[config.mk]
export PLATFORM = sky130hd
export DESIGN_NAME = phy_tx_multilane
export DESIGN_NICKNAME = d
export VERILOG_FILES = /design/src/rtl/phy_tx_multilane.sv
export SDC_FILE = /design/constraint.sdc
export NUM_CORES = 1
export LEC_CHECK = 0
export ABC_AREA = 1
export BUFFER_PORTS_ARGS = -buffer_cell sky130_fd_sc_hd__buf_2
export CORE_AREA = 2 2 152 154
export CTS_CLUSTER_DIAMETER = 60
export CTS_CLUSTER_SIZE = 16
export DETAILED_ROUTE_END_ITERATION = 7
export DIE_AREA = 0 0 154 156
export GPL_TIMING_DRIVEN = 0
export PLACE_DENSITY = 0.67
export SYNTH_ARGS = -nofsm -noshare
export SYNTH_HDL_FRONTEND = slang
export SYNTH_SLANG_ARGS = --single-unit
[constraint.sdc]
create_clock -name clk_32f -period 2.5 [get_ports clk_32f]
set_clock_uncertainty 0.2 [all_clocks]
set_input_delay 0.5 -clock clk_32f [delete_from_list [all_inputs] [get_ports clk_32f]]
set_output_delay 0.5 -clock clk_32f [all_outputs]
set_load 0.02 [all_outputs]
[src/rtl/phy_tx_multilane.sv]
// Multi-lane serial transmitter: a word FIFO feeds per-lane staging registers, which
// load 32-bit shift registers once per frame. Each lane sends its word MSB first.
module phy_tx_multilane #(
  parameter int          LANES    = 2,
  parameter int          DEPTH    = 4,
  parameter logic [7:0]  IDLE_SYM = 8'hBC
) (
  input  logic             clk_32f,
  input  logic             reset,
  input  logic [31:0]      data_input,
  input  logic             valid,
  input  logic             active,
  output logic             ready,
  output logic             overflow,
  output logic [LANES-1:0] data_out,
  output logic [LANES-1:0] lane_valid,
  output logic             frame_start
);

  localparam int          AW         = $clog2(DEPTH);
  localparam logic [AW:0] FULL_COUNT = (AW+1)'(DEPTH);
  localparam logic [4:0]  LAST_STAGE = 5'(LANES - 1);
  localparam logic [31:0] IDLE_WORD  = {4{IDLE_SYM}};

  logic [4:0]       bit_cnt;
  logic [31:0]      mem [DEPTH];
  logic [AW-1:0]    wr_ptr;
  logic [AW-1:0]    rd_ptr;
  logic [AW:0]      count;
  logic [31:0]      stage_q [LANES];
  logic [LANES-1:0] stage_vld;
  logic [31:0]      shift_q [LANES];
  logic             push;
  logic             pop;

  // A full FIFO refuses the push even when a pop frees a slot in the same cycle.
  assign ready       = count < FULL_COUNT;
  assign push        = valid && ready;
  assign overflow    = valid && !ready;
  assign pop         = (bit_cnt <= LAST_STAGE) && active && (count != '0);
  assign frame_start = (bit_cnt == 5'd0);

  always_comb begin
    data_out = '0;
    for (int k = 0; k < LANES; k++) data_out[k] = shift_q[k][31];
  end

  // NOTE: sequential state uses non-blocking assignments so every register samples pre-edge values.
  always_ff @(posedge clk_32f or negedge reset) begin
    if (!reset) begin
      bit_cnt <= '0;
      wr_ptr  <= '0;
      rd_ptr  <= '0;
      count   <= '0;
    end else begin
      bit_cnt <= bit_cnt + 5'd1;
      if (push) wr_ptr <= wr_ptr + AW'(1);
      if (pop)  rd_ptr <= rd_ptr + AW'(1);
      case ({push, pop})
        2'b10:   count <= count + (AW+1)'(1);
        2'b01:   count <= count - (AW+1)'(1);
        default: count <= count;
      endcase
    end
  end

  // NOTE: FIFO storage is not reset; pointers and occupancy alone decide which entries are live.
  always_ff @(posedge clk_32f) begin
    if (push) mem[wr_ptr] <= data_input;
  end

  // Lane k stages its word at bit_cnt == k; all lanes reload together at bit 31.
  always_ff @(posedge clk_32f or negedge reset) begin
    if (!reset) begin
      for (int k = 0; k < LANES; k++) begin
        stage_q[k] <= IDLE_WORD;
        shift_q[k] <= IDLE_WORD;
      end
      stage_vld  <= '0;
      lane_valid <= '0;
    end else begin
      for (int k = 0; k < LANES; k++) begin
        if (bit_cnt == 5'(k)) begin
          stage_q[k]   <= pop ? mem[rd_ptr] : IDLE_WORD;
          stage_vld[k] <= pop;
        end
        shift_q[k] <= (bit_cnt == 5'd31) ? stage_q[k] : {shift_q[k][30:0], 1'b0};
      end
      if (bit_cnt == 5'd31) lane_valid <= stage_vld;
    end
  end

endmodule
**Word-level counts from Yosys, hierarchy flattened**

Memory sizes are Yosys's and may differ from the RTL's.
Cells that the tools add are included.

- Word-level logic and storage cells: 37
- Memories kept: 1
- RAM bits: 128
- Bits of input ports: 36
- Latch bits: 0
- Output and inout port bits: 7
- Flip-flop bits (word level): 144
- Memory bits (read-only): 0

Memories:

| name | words | bits a word | rd ports | clocked after Yosys merged registers in | write ports | RTL line | text |
|---|---|---|---|---|---|---|---|
| mem | 4 | 32 | 1 | 0 | 1 | 26 | `logic [31:0] mem [DEPTH];` |

- Multiplexer cells: 6
- Bitwise operators: 0
- $lt $le $gt $ge: 2
- Shift-type cells: 0
- Eq/ne operators: 4
- Div/mod/pow operators: 0
- Reduce and logical (&&, ||, !) cells: 8
- Multiply operators: 0
- Add/subtract/negate cells: 5

Operators by type and width:

| kind | count |
|---|---|
| 32-bit two-way mux | 3 |
| 3-bit one-hot mux with 2 select lines | 1 |
| 5-bit by 1-bit adder with 5-bit output, second input constant | 1 |
| 5-bit by 1-bit == test with 1-bit output, second input constant | 1 |
| 5-bit == test, second input constant | 1 |
| 5-bit by 1-bit less-or-equal comparator with 1-bit output, second input constant | 1 |
| 5-bit zero test | 1 |
| 2-bit by 1-bit adder with 2-bit output, second input constant | 2 |
| 1-bit logical AND | 4 |
| 3-bit by 1-bit adder with 3-bit output, second input constant | 1 |
| 3-bit less-than comparator, second input constant | 1 |
| 3-bit nonzero test | 1 |
| 3-bit by 1-bit subtractor with 3-bit output, second input constant | 1 |
| 2-bit by 1-bit == test with 1-bit output, second input constant | 1 |
| 2-bit == test, second input constant | 1 |
| 1-bit two-way mux | 2 |
| 2-bit nonzero test | 1 |
| 1-bit zero test | 1 |

**Logic depth before layout (Yosys ltp)**

Gate-level depths: netlist (run 1).

- Depth in word-level cells: 5
- Depth in mapped cells: 13
- Depth with buffers taken out: 12

**Worst setup path before layout (run 1)**

Ideal clock, no wire load.

- Kind: flip-flop to flip-flop
- Start point: reg count[2]
- End point: mem mem[0][0] (enable)
- Data required time: 1.879 ns
- Data arrival time: 2.165 ns
- Path slack: -0.287 ns
- Stages on the path, launching flop included: 4
- Buffers on the path: 0
- Cells stage by stage: dfrtp_1 > inv_1 > nand2_1 > nor2_1

- Cells in the longest elaborated chain, start to end: 4

RTL lines:

| element | RTL line | text |
|---|---|---|
| start: declaration | 29 | `logic [AW:0] count;` |
| start signal: assignment | 60 | `2'b10: count <= count + (AW+1)'(1);` |
| start signal: assignment | 61 | `2'b01: count <= count - (AW+1)'(1);` |
| start signal: assignment | 62 | `default: count <= count;` |
| 3-bit less-than comparator | 37 | `assign ready = count < FULL_COUNT;` |
| named net ready | 13 | `output logic ready,` |
| 1-bit logical AND | 38 | `assign push = valid && ready;` |
| 1-bit two-way mux | 69 | `if (push) mem[wr_ptr] <= data_input;` |
| 1-bit two-way mux (not written as such) | 69 |  |
| end: declaration | 26 |  |

The timed path passes the listed nets, and every way through them passes these cells.

**Worst setup path in the final report (run 1)**

- Start point: reg bit_cnt[0]
- End point: out frame_start

- Cells in the longest elaborated chain, start to end: 1

RTL lines:

| element | RTL line | text |
|---|---|---|
| start: declaration | 25 | `logic [4:0] bit_cnt;` |
| start signal: assignment | 56 | `bit_cnt <= bit_cnt + 5'd1;` |
| 5-bit zero test | 41 | `assign frame_start = (bit_cnt == 5'd0);` |
| end: declaration | 17 | `output logic frame_start` |

Every way passes these cells.

==> summary.txt, run 1 <==
Outcome
  • Run status: finished clean

Worst setup path
  • Slowest cell delay on critical path: 0.41 ns
  • Critical path endpoint category: output port
  • CP max stage cell: dfrtp_1
  • CP max FO: 15
  • R2R Setup Slk: 0.13 ns
  • FF-to-FF path depth: 13
  • Kind of critical path: flop to output port
  • Critical path cell sequence: inv_1 > ha_1 > nand2_4 > inv_6 > buf_2
  • Reg2reg start: bit_cnt[1]$_DFF_PN0_
  • Reg2reg end: count[2]$_DFFE_PN0P_
  • CP Launch Type: flop
  • Crit path DAT: 1.67 ns
  • Buf+Inv Stages, Crit Path: 3
  • Req. time, crit path: 1.80 ns
  • CP top delay family: buffers and inverters

Logic synthesis
  • Mean area per synthesized cell: 11.71 um2
  • Post-synthesis simple-gate area fraction: 17.92%
  • Post-synthesis net count: 981
  • Compound-Gate Fraction of Synth Area: 0.4112%
  • Synth Area in XOR/XNOR: 0.5597%
  • Post-synthesis cell type count: 25
  • Synth Warn #: 0
  • Post-synthesis sequential area ratio: 68.91%
  • Multiplexer share of the synthesized area: 6.580%
  • Yosys reg bits: 272
  • Main combinational cell family by area after synthesis: simple AND/OR/NAND/NOR gates
  • Synth Instances: 935
  • Post-Synth Adder-Cell Area: 1.211%
  • Mapped Area: 10,950 um2

STA
  • Unrepaired setup endpoints after global routing: no
  • Fmax achieved: 0.4214 GHz
  • Setup-failing EPs final: 0
  • Normalized max-slew margin: 56.32%
  • Period utilisation layout: 94.92%
  • Slew @ Worst Pin: 0.6537 ns
  • Post-layout worst setup margin: 0.1271 ns
  • Final count of pins violating max slew: 0
  • Min Tclk post-route: 2.373 ns
  • Final hold vios: 0

CTS
  • CTS Buf Count: 21
  • Clk sinks: 272
  • Max clock buf depth: 3
  • H-Tree Level Count: 1
  • Clock slew at reported path FFs: 0.07 ns
  • Clock root buffer: clkbuf_16
  • CTS tree: built
  • Worst-Skew Late Latency: 0.51 ns

Layout
  • Area Growth Syn to Fin: 14.26%
  • Multi-input logic area: 2965 um2
  • Nets@finish: 1,070
  • N_diodes: 0
  • Final Util: 55.96%
  • Commonest non-fill, non-tap cells in the layout: nand2_1 (364), edfxtp_1 (128), nand3_1 (97), dfstp_2 (80), buf_2 (67)
  • Fill cells: 1,835
  • Post-route cell area: 12,510 um2
  • Most common cell after layout, fill and taps aside: nand2_1
  • Area taken by flip-flops and latches: 7547 um2
  • Share of cells above drive strength 1: 28.01%

Floorplan
  • Boundary pin count: 43
  • Initial Util: 48.97%
  • Die area: 24,020 um2
  • Core area: 22,370 um2
  • Row count: 55
  • Die X: 154 um
  • Chip height: 156 um

Run
  • # Max-Cap Violations: 0

Hold path
  • Worst hold path type: primary input to flop
  • Critical hold path startpoint: data_input[31]
  • Hold Path Stages: 1
  • Worst hold path endpoint: mem[1][31]$_DFFE_PP_

Global route
  • Vias in the first global route: 6,802
  • First-pass GRT wire length: 36.09 mm
  • Antenna violations before repair: 0
  • Grt total ovfl: 0
  • Largest net degree at the start of global routing: 84
  • GRT Total Usage: 19.34%

Drt
  • Vias after detailed routing: 6,694
  • DRC: 0
  • Initial DRC Count: 498
  • WL final: 22.65 mm
  • Initial DRT Pass Iterations: 5
  • WL per Instance: 17.10 um
  • Post-route ant nets: 0
  • Vias/cell: 5.056

Placed design
  • Port Buffer Count: 42
  • DP HPWL: 14.83 mm
  • RD Place Congestion: 0.7919
  • Placement-stage cell area: 11,670 um2
  • Setup WS pre-CTS: -0.1312 ns

Pwr
  • PD cells: 936.7 nW/um2
  • VDD IR max: 0.7879 mV
  • Leakage: 5.496 nW
[final cells by class]
cell class	instances	share of cell area [%]
plain buffers	47	2.390
clock buffers	35	4.729
clock inverters	3	0.3799
inverters	48	1.500
multi-input cells	567	23.70
flip-flops and latches	272	60.31
well taps	285	2.849
repair buffers	67	4.149
[worst max-delay path by stage]
stage | start | to | slack, ns | cells past startpoint
floorplan | count[2]$_DFFE_PN0P_ | mem[0][0]$_DFFE_PP_ | -0.29 | 3
global placement | valid | mem[2][3]$_DFFE_PP_ | -1.36 | 3
detailed placement | bit_cnt[1]$_DFF_PN0_ | count[2]$_DFFE_PN0P_ | -0.13 | 13
CTS | bit_cnt[1]$_DFF_PN0_ | count[2]$_DFFE_PN0P_ | 0.02 | 13
global route | bit_cnt[1]$_DFF_PN0_ | count[2]$_DFFE_PN0P_ | 0.02 | 13
finish | bit_cnt[0]$_DFF_PN0_ | frame_start | 0.13 | 5
[timing repair]
| action | in CTS | in global routing |
|---|---|---|
| endpoints found under the hold margin | 74 | 4 |
| buffers inserted | 5 | 0 |
| gates resized for setup | 2 | 8 |
| hold buffers | 14 | 1 |
| pin swaps | 2 | 2 |
| endpoints found under the setup margin | 2 | 2 |
[power by group]
| part | leakage, nW | switching [mW] | internal [mW] | total (mW) |
|---|---|---|---|---|
| Combinational | 2.37 | 1.90 | 0.876 | 2.78 |
| Sequential | 2.82 | 0.246 | 5.48 | 5.72 |
| Clock | 0.308 | 1.49 | 1.73 | 3.22 |
| Total | 5.50 | 3.64 | 8.08 | 11.7 |
[per-stage QoR]
step | hold slack (ns) | cells | power (mW) | TNS [ns]
after floorplan | 0.004409 | 935 | 7.507 | -36.69
after global placement | 0.2523 | 1262 | 8.399 | -283.28
after detailed placement | 0.2549 | 1267 | 8.542 | -0.1312
after CTS | 0.001060 | 1323 | 11.81 | 0
after global routing | 0.001159 | 1324 | 12.37 | 0
final | 0.01104 | 1324 | 11.72 | 0
[cells in the mapped netlist (all sizes together)]
cell      n  area share [%]
o21ai     6            0.27
fa        1            0.18
clkbuf    1           0.034
dfrtp    64              15
nand3    97             4.4
xnor2     2            0.16
edfxtp  128              35
buf      47             2.7
dfstp    80              19
a21oi     3            0.14
xor2      5            0.40
nor2     13            0.75
ha        9             1.0
mux2     64             6.6
inv      48             1.7
nand2   367              13
[worst register-to-register path, stage by stage, from the launching register on]
cell and delay, ns:
dfrtp_1 0.38, inv_1 0.08, ha_2 0.18, inv_1 0.08, o21ai_2 0.07, nand2_2 0.11
nor2_8 0.13, buf_8 0.11, ha_1 0.15, inv_2 0.06, fa_2 0.36, a21oi_2 0.13
o21ai_1 0.08, xor2_1 0.14
[sequential cells by signal, summed over array words and instances (netlist names)]
signal	cells
mem	128
stage_q	64
shift_q	62
bit_cnt	5
count	3
data_out	2
lane_valid	2
rd_ptr	2
stage_vld	2
wr_ptr	2
[layer usage]
layer	global-route usage, %	share of wire (%)	up-vias
met3	3.306	5.8	34
met1	25.73	43	3276
li1	-	-	3227
met2	32.86	49	157
met4	5.874	1.9	0
met5	0	0	-
[kinds of logic (layout without fill, tap and decap cells)]
logic type,Yosys count,count (layout)
AND/OR/NAND/NOR,477,477
flip-flops,272,272
buffers and inverters,96,200
multiplexers,64,64
adder cells (fa/ha/maj),10,10
AO/OA/AOI/OAI,9,9
XOR/XNOR,7,7
Power figures use the tool's default switching activity.
==> run 2, diff against run 1 <==
CORE_AREA = 2 2 145 147   (was 2 2 152 154)
DIE_AREA = 0 0 147 149   (was 0 0 154 156)
GPL_ROUTABILITY_DRIVEN = 0   (was not set)
PLACE_DENSITY = 0.73   (was 0.67)
==> run 2 against run 1 <==
Sequential power about the same. Combinational power about the same. Clock power down 4%. Via count up 1.7%. Largest cell class unchanged. Wire length down 2.7%. Register-to-register slack worse by 0.02 ns. Highest routed layer unchanged. Sequential cell count unchanged.
==> summary.txt, run 2 (synthesis gave the netlist of run 1 again) <==
Layout
  • Max reg flops: 128 (unchanged)
  • Area Growth Syn to Fin: 12.87% (was 14.26%)
  • Final Util: 60.14% (was 55.96%)
  • Area taken by flip-flops and latches: 7547 um2 (unchanged)
  • Most common cell after layout, fill and taps aside: nand2_1 (unchanged)
  • Multi-input logic area: 2959 um2 (was 2965 um2)
  • Nets@finish: 1,059 (was 1,070)
  • Largest regs: mem (128), stage_q (64), shift_q (62) (unchanged)
  • N_diodes: 0 (unchanged)
  • Commonest non-fill, non-tap cells in the layout: nand2_1 (364), edfxtp_1 (128), nand3_1 (97), dfstp_2 (80), buf_2 (67) (unchanged)
  • Largest Register: mem (unchanged)
  • Fill cells: 1,662 (was 1,835)
  • Share of cells above drive strength 1: 27.78% (was 28.01%)

Worst setup path
  • CP top delay family: buffers and inverters (unchanged)
  • CP Launch Type: flop (unchanged)
  • Slowest cell delay on critical path: 0.43 ns (was 0.41 ns)
  • Buf+Inv Stages, Crit Path: 3 (unchanged)
  • CP max FO: 15 (unchanged)
  • Req. time, crit path: 1.80 ns (about the same)
  • Critical path cell sequence: inv_1 > ha_1 > nand2_4 > inv_4 > buf_2 (was inv_1 > ha_1 > nand2_4 > inv_6 > buf_2)
  • Critical path endpoint category: output port (unchanged)
  • Kind of critical path: flop to output port (unchanged)
  • Crit path DAT: 1.71 ns (was 1.67 ns)
  • CP max stage cell: dfrtp_1 (unchanged)

CTS
  • CTS Buf Count: 21 (unchanged)
  • H-Tree Level Count: 1 (unchanged)
  • CTS tree: built (unchanged)
  • Max clock buf depth: 3 (unchanged)
  • Clock slew at reported path FFs: 0.07 ns (about the same)
  • Worst-Skew Late Latency: 0.50 ns (was 0.51 ns)
  • Clock root buffer: clkbuf_16 (unchanged)
  • Clk sinks: 272 (unchanged)

Pwr
  • PD cells: 934.7 nW/um2 (was 936.7 nW/um2)
  • Leakage: 5.438 nW (was 5.496 nW)
  • Overall Power: 11.56 mW (was 11.72 mW)
  • VDD IR max: 0.7771 mV (was 0.7879 mV)

STA
  • Unrepaired setup endpoints after global routing: yes (was no)
  • Setup-failing EPs final: 0 (unchanged)
  • Post-layout worst setup margin: 0.08961 ns (was 0.1271 ns)
  • Final hold vios: 0 (unchanged)
  • Period utilisation layout: 96.42% (was 94.92%)
  • Final count of pins violating max slew: 0 (unchanged)
  • Slew @ Worst Pin: 0.5519 ns (was 0.6537 ns)
  • TNS Setup: 0 ns (unchanged)
  • Min Tclk post-route: 2.410 ns (was 2.373 ns)
  • Fmax achieved: 0.4149 GHz (was 0.4214 GHz)
  • Normalized max-slew margin: 63.12% (was 56.32%)

Hold path
  • Worst hold path type: primary input to flop (unchanged)

Global route
  • GRT Total Usage: 20.75% (was 19.34%)
  • First-pass GRT wire length: 35.49 mm (was 36.09 mm)
  • Grt total ovfl: 0 (unchanged)
  • Antenna violations before repair: 0 (unchanged)
  • Largest net degree at the start of global routing: 85 (was 84)
  • Vias in the first global route: 6,736 (was 6,802)

Drt
  • WL per Instance: 16.94 um (was 17.10 um)
  • Initial DRC Count: 450 (was 498)
  • DRC: 0 (unchanged)
  • Vias after detailed routing: 6,811 (was 6,694)
  • WL final: 22.04 mm (was 22.65 mm)
  • Post-route ant nets: 0 (unchanged)
  • Initial DRT Pass Iterations: 6 (was 5)
  • Vias/cell: 5.235 (was 5.056)

Floorplan
  • Boundary pin count: 43 (unchanged)
  • Core area: 20,560 um2 (was 22,370 um2)
  • Initial Util: 53.28% (was 48.97%)
  • Die X: 147 um (was 154 um)
  • Chip height: 149 um (was 156 um)
  • Die area: 21,900 um2 (was 24,020 um2)
  • Row count: 53 (was 55)

Placed design
  • Port Buffer Count: 42 (unchanged)
  • Setup WS pre-CTS: -0.1467 ns (was -0.1312 ns)
  • DP HPWL: 14.64 mm (was 14.83 mm)

Outcome
  • Run status: finished clean (unchanged)

Run
  • # Max-Cap Violations: 0 (unchanged)
run 2: cell count changes in the layout (fill, tap and decap cells not counted), moves of 2 or more:
cell	before	now
buf_16	2	4
clkinv_4	0	2
dlygate4sd3_1	15	5
buf_12	3	1
inv_6	3	0
run 2: worst paths after layout:
check,start,endpoint,slack (ns),cells past startpoint
min in group asynchronous,reset,shift_q[62]$_DFF_PN0_,0.35,2
worst max register to register,bit_cnt[1]$_DFF_PN0_,count[2]$_DFFE_PN0P_,0.11,13
max in group asynchronous,reset,shift_q[53]$_DFF_PN1_,0.93,3
worst min-delay path,data_input[28],mem[2][28]$_DFFE_PP_,0.01,1
worst max-delay path,bit_cnt[0]$_DFF_PN0_,frame_start,0.09,5
worst min register to register,stage_q[60]$_DFFE_PN1P_,stage_q[60]$_DFFE_PN1P_,0.27,2
run 2: metrics by stage:
step	hold slack, ns	area (um2)	instances
2_1_floorplan	0.004409	10950	935
3_3_place_gp	0.2489	11510	1252
3_5_place_dp	0.2560	11670	1257
4_1_cts	0.0004881	12360	1301
5_1_grt	0.005189	12360	1301
6_report	0.01069	12360	1301
run 2: what timing repair did:
action	4_1_cts	5_1_grt
setup buffers	4	0
endpoints found under the setup margin	2	1
resized for setup	2	4
hold buffers	5	0
gates cloned	0	0
endpoints found under the hold margin	45	0
pin swaps	2	1
run 2: layout make-up:
type                       instances  share of cell area, %
sequential                       272                  61.05
multi-input combinational        567                  23.93
clock buffer                      34                  4.726
timing repair buffer              56                  3.451
tap                              275                  2.783
buffer                            47                  2.419
inverter                          48                  1.498
clock inverter                     2                 0.1417
run 2: metal layers:
layer / GRT usage [%] / share of wire (%) / vias up
met4: 5.096 / 2.1 / 0
met2: 35.42 / 49 / 193
met5: 0 / 0 / -
met3: 2.997 / 5.9 / 40
li1: - / - / 3209
met1: 28.53 / 43 / 3369
run 2: worst register-to-register path: cells and delay by family, from the launching register on:
family                     cells  cell delay (ns)
DFF                            1             0.38
buffers and inverters          4             0.35
AOI/OAI and AO/OA              3             0.31
and+or+nand+nor                2             0.25
xor gates and xnor gates       1             0.14
adders and majority gates      3             0.64
run 2: power by group:
part	leakage, nW	switching (mW)	total (mW)	internal [mW]
clock network	0.288	1.48	3.08	1.61
registers	2.82	0.245	5.72	5.48
logic	2.33	1.88	2.75	0.876
total	5.44	3.60	11.6	7.96
==> run 3, diff against run 2 <==
ABC_AREA = not set   (was 1)
CORE_AREA = 2 2 138 140   (was 2 2 145 147)
CTS_BUF_LIST = sky130_fd_sc_hd__clkbuf_8   (was not set)
DIE_AREA = 0 0 140 142   (was 0 0 147 149)
PLACE_DENSITY = 0.76   (was 0.73)
==> run 3 against run 2 <==
The flow now finishes with violations (negative setup slack). Die area decreased by 9.2%. First-iteration DRC count decreased by 2.7%. Sequential power up 1%. Utilization is 4.3 points higher. Critical path depth rose by 6. Via count shrank 18%. Sequential cell count unchanged. Hold slack gained 0.27 ns. Final area decreased by 3.8%. Largest cell class unchanged. Highest routed layer unchanged.
==> summary.txt, run 3 <==
STA
  • Post-layout worst setup margin: -0.1154 ns (was 0.08961 ns)
  • Slew @ Worst Pin: 0.8824 ns (was 0.5519 ns)
  • Normalized max-slew margin: 41.18% (was 63.12%)
  • Setup-failing EPs final: 2 (was 0)
  • Unrepaired setup endpoints after global routing: yes (unchanged)
  • Fmax achieved: 0.3824 GHz (was 0.4149 GHz)
  • Period utilisation layout: 104.6% (was 96.42%)
  • Final hold vios: 0 (unchanged)
  • Min Tclk post-route: 2.615 ns (was 2.410 ns)
  • TNS Setup: -0.1944 ns (was 0 ns)
  • Final count of pins violating max slew: 0 (unchanged)

Logic synthesis
  • Post-synthesis sequential area ratio: 72.70% (was 68.91%)
  • Synth async-reset ratio: 52.94% (unchanged)
  • Mapped Area: 10,380 um2 (was 10,950 um2)
  • Yosys top cell area share: 37.03% (was 35.09%)
  • Post-Synth Adder-Cell Area: 1.278% (was 1.211%)
  • Compound-Gate Fraction of Synth Area: 4.700% (was 0.4112%)
  • Most common cell in the netlist: edfxtp_1 (was nand2_1)
  • Synth Instances: 604 (was 935)
  • Yosys reg bits: 272 (unchanged)
  • Main flop type after synthesis: edfxtp_1 (unchanged)
  • Synth Warn #: 0 (unchanged)
  • Post-synthesis cell type count: 33 (was 25)
  • Main combinational cell family by area after synthesis: multiplexers (was simple AND/OR/NAND/NOR gates)
  • Post-synthesis simple-gate area fraction: 4.158% (was 17.92%)
  • Synth Area in XOR/XNOR: 0.6749% (was 0.5597%)
  • Top cells by area, synth: edfxtp_1 (37%), dfstp_2 (20%), dfrtp_1 (15%), mux2_2 (6.9%), mux4_2 (6.9%) (was edfxtp_1 (35%), dfstp_2 (19%), dfrtp_1 (15%), nand2_1 (12%), mux2_2 (6.6%))
  • Post-synthesis net count: 650 (was 981)
  • Most frequent cells after synthesis: edfxtp_1 (128), dfstp_2 (80), dfrtp_1 (64), mux2_2 (64), nand2_1 (48) (was nand2_1 (364), edfxtp_1 (128), nand3_1 (97), dfstp_2 (80))
  • Mean area per synthesized cell: 17.19 um2 (was 11.71 um2)
  • Multiplexer share of the synthesized area: 13.98% (was 6.580%)
  • Post-synth EDFFs: 128 (unchanged)
  • Cell accounting for the most synthesized area: edfxtp_1 (unchanged)

Floorplan
  • Core area: 18,460 um2 (was 20,560 um2)
  • Initial Util: 56.25% (was 53.28%)
  • Boundary pin count: 43 (unchanged)
  • Die X: 140 um (was 147 um)
  • Chip height: 142 um (was 149 um)
  • Row count: 50 (was 53)
  • Die area: 19,880 um2 (was 21,900 um2)

Worst setup path
  • CP Launch Type: flop (unchanged)
  • Reg2reg start: bit_cnt[0]$_DFF_PN0_ (was bit_cnt[1]$_DFF_PN0_)
  • Critical path endpoint category: flop (was output port)
  • CP max FO: 4 (was 15)
  • Req. time, crit path: 2.75 ns (was 1.80 ns)
  • Crit path DAT: 2.87 ns (was 1.71 ns)
  • Worst setup startpoint: bit_cnt[0]$_DFF_PN0_ (unchanged)
  • Kind of critical path: flop to flop (was flop to output port)

Pwr
  • VDD IR max: 0.5522 mV (was 0.7771 mV)
  • PD cells: 846.5 nW/um2 (was 934.7 nW/um2)
  • Overall Power: 10.07 mW (was 11.56 mW)
  • Leakage: 4.663 nW (was 5.438 nW)

CTS
  • CTS tree: built (unchanged)
  • Worst-Skew Late Latency: 0.53 ns (was 0.50 ns)
  • Clk sinks: 272 (unchanged)
  • H-Tree Level Count: 1 (unchanged)
  • Clock root buffer: clkbuf_8 (was clkbuf_16)
  • Max clock buf depth: 3 (unchanged)
  • Clock slew at reported path FFs: 0.10 ns (was 0.07 ns)
  • CTS Buf Count: 20 (was 21)

Layout
  • Most common cell after layout, fill and taps aside: edfxtp_1 (was nand2_1)
  • Max reg flops: 128 (unchanged)
  • Commonest non-fill, non-tap cells in the layout: edfxtp_1 (128), dfstp_2 (80), mux2_2 (64), dfrtp_1 (62), nand2_1 (48) (was nand2_1 (364), edfxtp_1 (128), nand3_1 (97), dfstp_2 (80), buf_2 (67))
  • N_diodes: 0 (unchanged)
  • Area Growth Syn to Fin: 14.62% (was 12.87%)
  • Final cell count without fillers: 974 (was 1,301)
  • Share of cells above drive strength 1: 42.03% (was 27.78%)
  • Largest regs: mem (128), stage_q (64), shift_q (62) (unchanged)
  • Largest Register: mem (unchanged)
  • Nets@finish: 772 (was 1,059)
  • Fill cells: 1,190 (was 1,662)

Drt
  • DRC: 0 (unchanged)
  • Initial DRC Count: 438 (was 450)
  • Vias/cell: 5.716 (was 5.235)
  • Post-route ant nets: 0 (unchanged)
  • WL final: 19.84 mm (was 22.04 mm)
  • WL per Instance: 20.37 um (was 16.94 um)
  • Vias after detailed routing: 5,567 (was 6,811)
  • Initial DRT Pass Iterations: 7 (was 6)

Placed design
  • Setup WS pre-CTS: -0.3649 ns (was -0.1467 ns)
  • DP HPWL: 12.86 mm (was 14.64 mm)
  • Placed Cells incl. Taps: 881 (was 1,257)
  • Port Buffer Count: 42 (unchanged)

Outcome
  • Failing checks: negative setup slack
  • Run status: complete, but fails checks (was finished clean)

Hold path
  • Critical hold path startpoint: shift_q[22]$_DFF_PN0_ (was data_input[28])
  • Worst hold path type: flop to flop (was primary input to flop)

Run
  • # Max-Cap Violations: 0 (unchanged)

Global route
  • GRT Total Usage: 20.88% (was 20.75%)
  • First-pass GRT wire length: 32.17 mm (was 35.49 mm)
  • Largest net degree at the start of global routing: 78 (was 85)
  • Vias in the first global route: 5,928 (was 6,736)
  • Grt total ovfl: 0 (unchanged)
  • Antenna violations before repair: 0 (unchanged)
## run 3: cell families after synthesis
group,after synthesis
and+or+nand+nor,86
DFF,272
AOI/OAI and AO/OA,68
xor gates and xnor gates,8
buffers and inverters,63
adders and majority gates,10
muxes,97
## run 3: cell type report
type / instances / area, um2 / share of cell area [%]
Buffer: 36 / 167.7 / 1.409
Multi-Input combinational cell: 269 / 2635 / 22.15
Sequential cell: 272 / 7550 / 63.45
Timing Repair Buffer: 104 / 817.0 / 6.866
Clock buffer: 21 / 289.0 / 2.429
Inverter: 23 / 91.34 / 0.7676
Clock inverter: 15 / 56.30 / 0.4732
Tap cell: 234 / 292.8 / 2.461
## run 3: per-layer routing
metal | vias up | track usage, % | wire, um
li1 | 2467 | - | -
met1 | 2923 | 28.15 | 8254
met2 | 147 | 36.58 | 10240
met3 | 30 | 2.894 | 969
met4 | 0 | 5.369 | 374
met5 | - | 0 | 0
## run 3: path summary, 6_finish.rpt
path                            depth (start not counted)  slack [ns]                    end
worst max-delay path                                   11       -0.12   count[2]$_DFFE_PN0P_
worst min-delay path                                    1        0.28  shift_q[23]$_DFF_PN1_
worst max register to register                         11       -0.12   count[2]$_DFFE_PN0P_
worst min register to register                          1        0.28  shift_q[23]$_DFF_PN1_
max in group asynchronous                               3        0.98  shift_q[15]$_DFF_PN1_
min in group asynchronous                               2        0.34  shift_q[41]$_DFF_PN0_
## run 3: report_power, final
| group | internal [mW] | switching (mW) |
|---|---|---|
| Combinational | 0.936 | 1.26 |
| Sequential | 5.51 | 0.267 |
| Clock | 0.786 | 1.31 |
## run 3: repair_timing
| action | 4_1_cts | 5_1_grt |
|---|---|---|
| endpoints found under the setup margin | 42 | 50 |
| hold buffers | 33 | 0 |
| endpoints found under the hold margin | 162 | 0 |
| pin swaps | 8 | 0 |
| setup buffers | 26 | 3 |
| gates resized for setup | 21 | 19 |
## run 3: worst max-delay path: stages (launching register included)
cell     delay, ns
dfrtp_2       0.45
buf_4         0.15
buf_4         0.13
o21ba_4       0.23
or3_4         0.37
inv_4         0.07
ha_4          0.13
inv_2         0.03
fa_2          0.33
xor2_1        0.18
nor2_1        0.14
xnor2_1       0.14
## run 3: per-stage QoR
| stage | utilization (%) | hold slack (ns) | cell area (um2) |
|---|---|---|---|
| after floorplan | - | 0.004409 | 10420 |
| after global placement | 59.17 | 0.2572 | 10920 |
| after detailed placement | 59.38 | 0.2585 | 10960 |
| after CTS | 64.28 | 0.2751 | 11860 |
| after global routing | 64.47 | 0.2935 | 11900 |
| final | 64.47 | 0.2804 | 11900 |
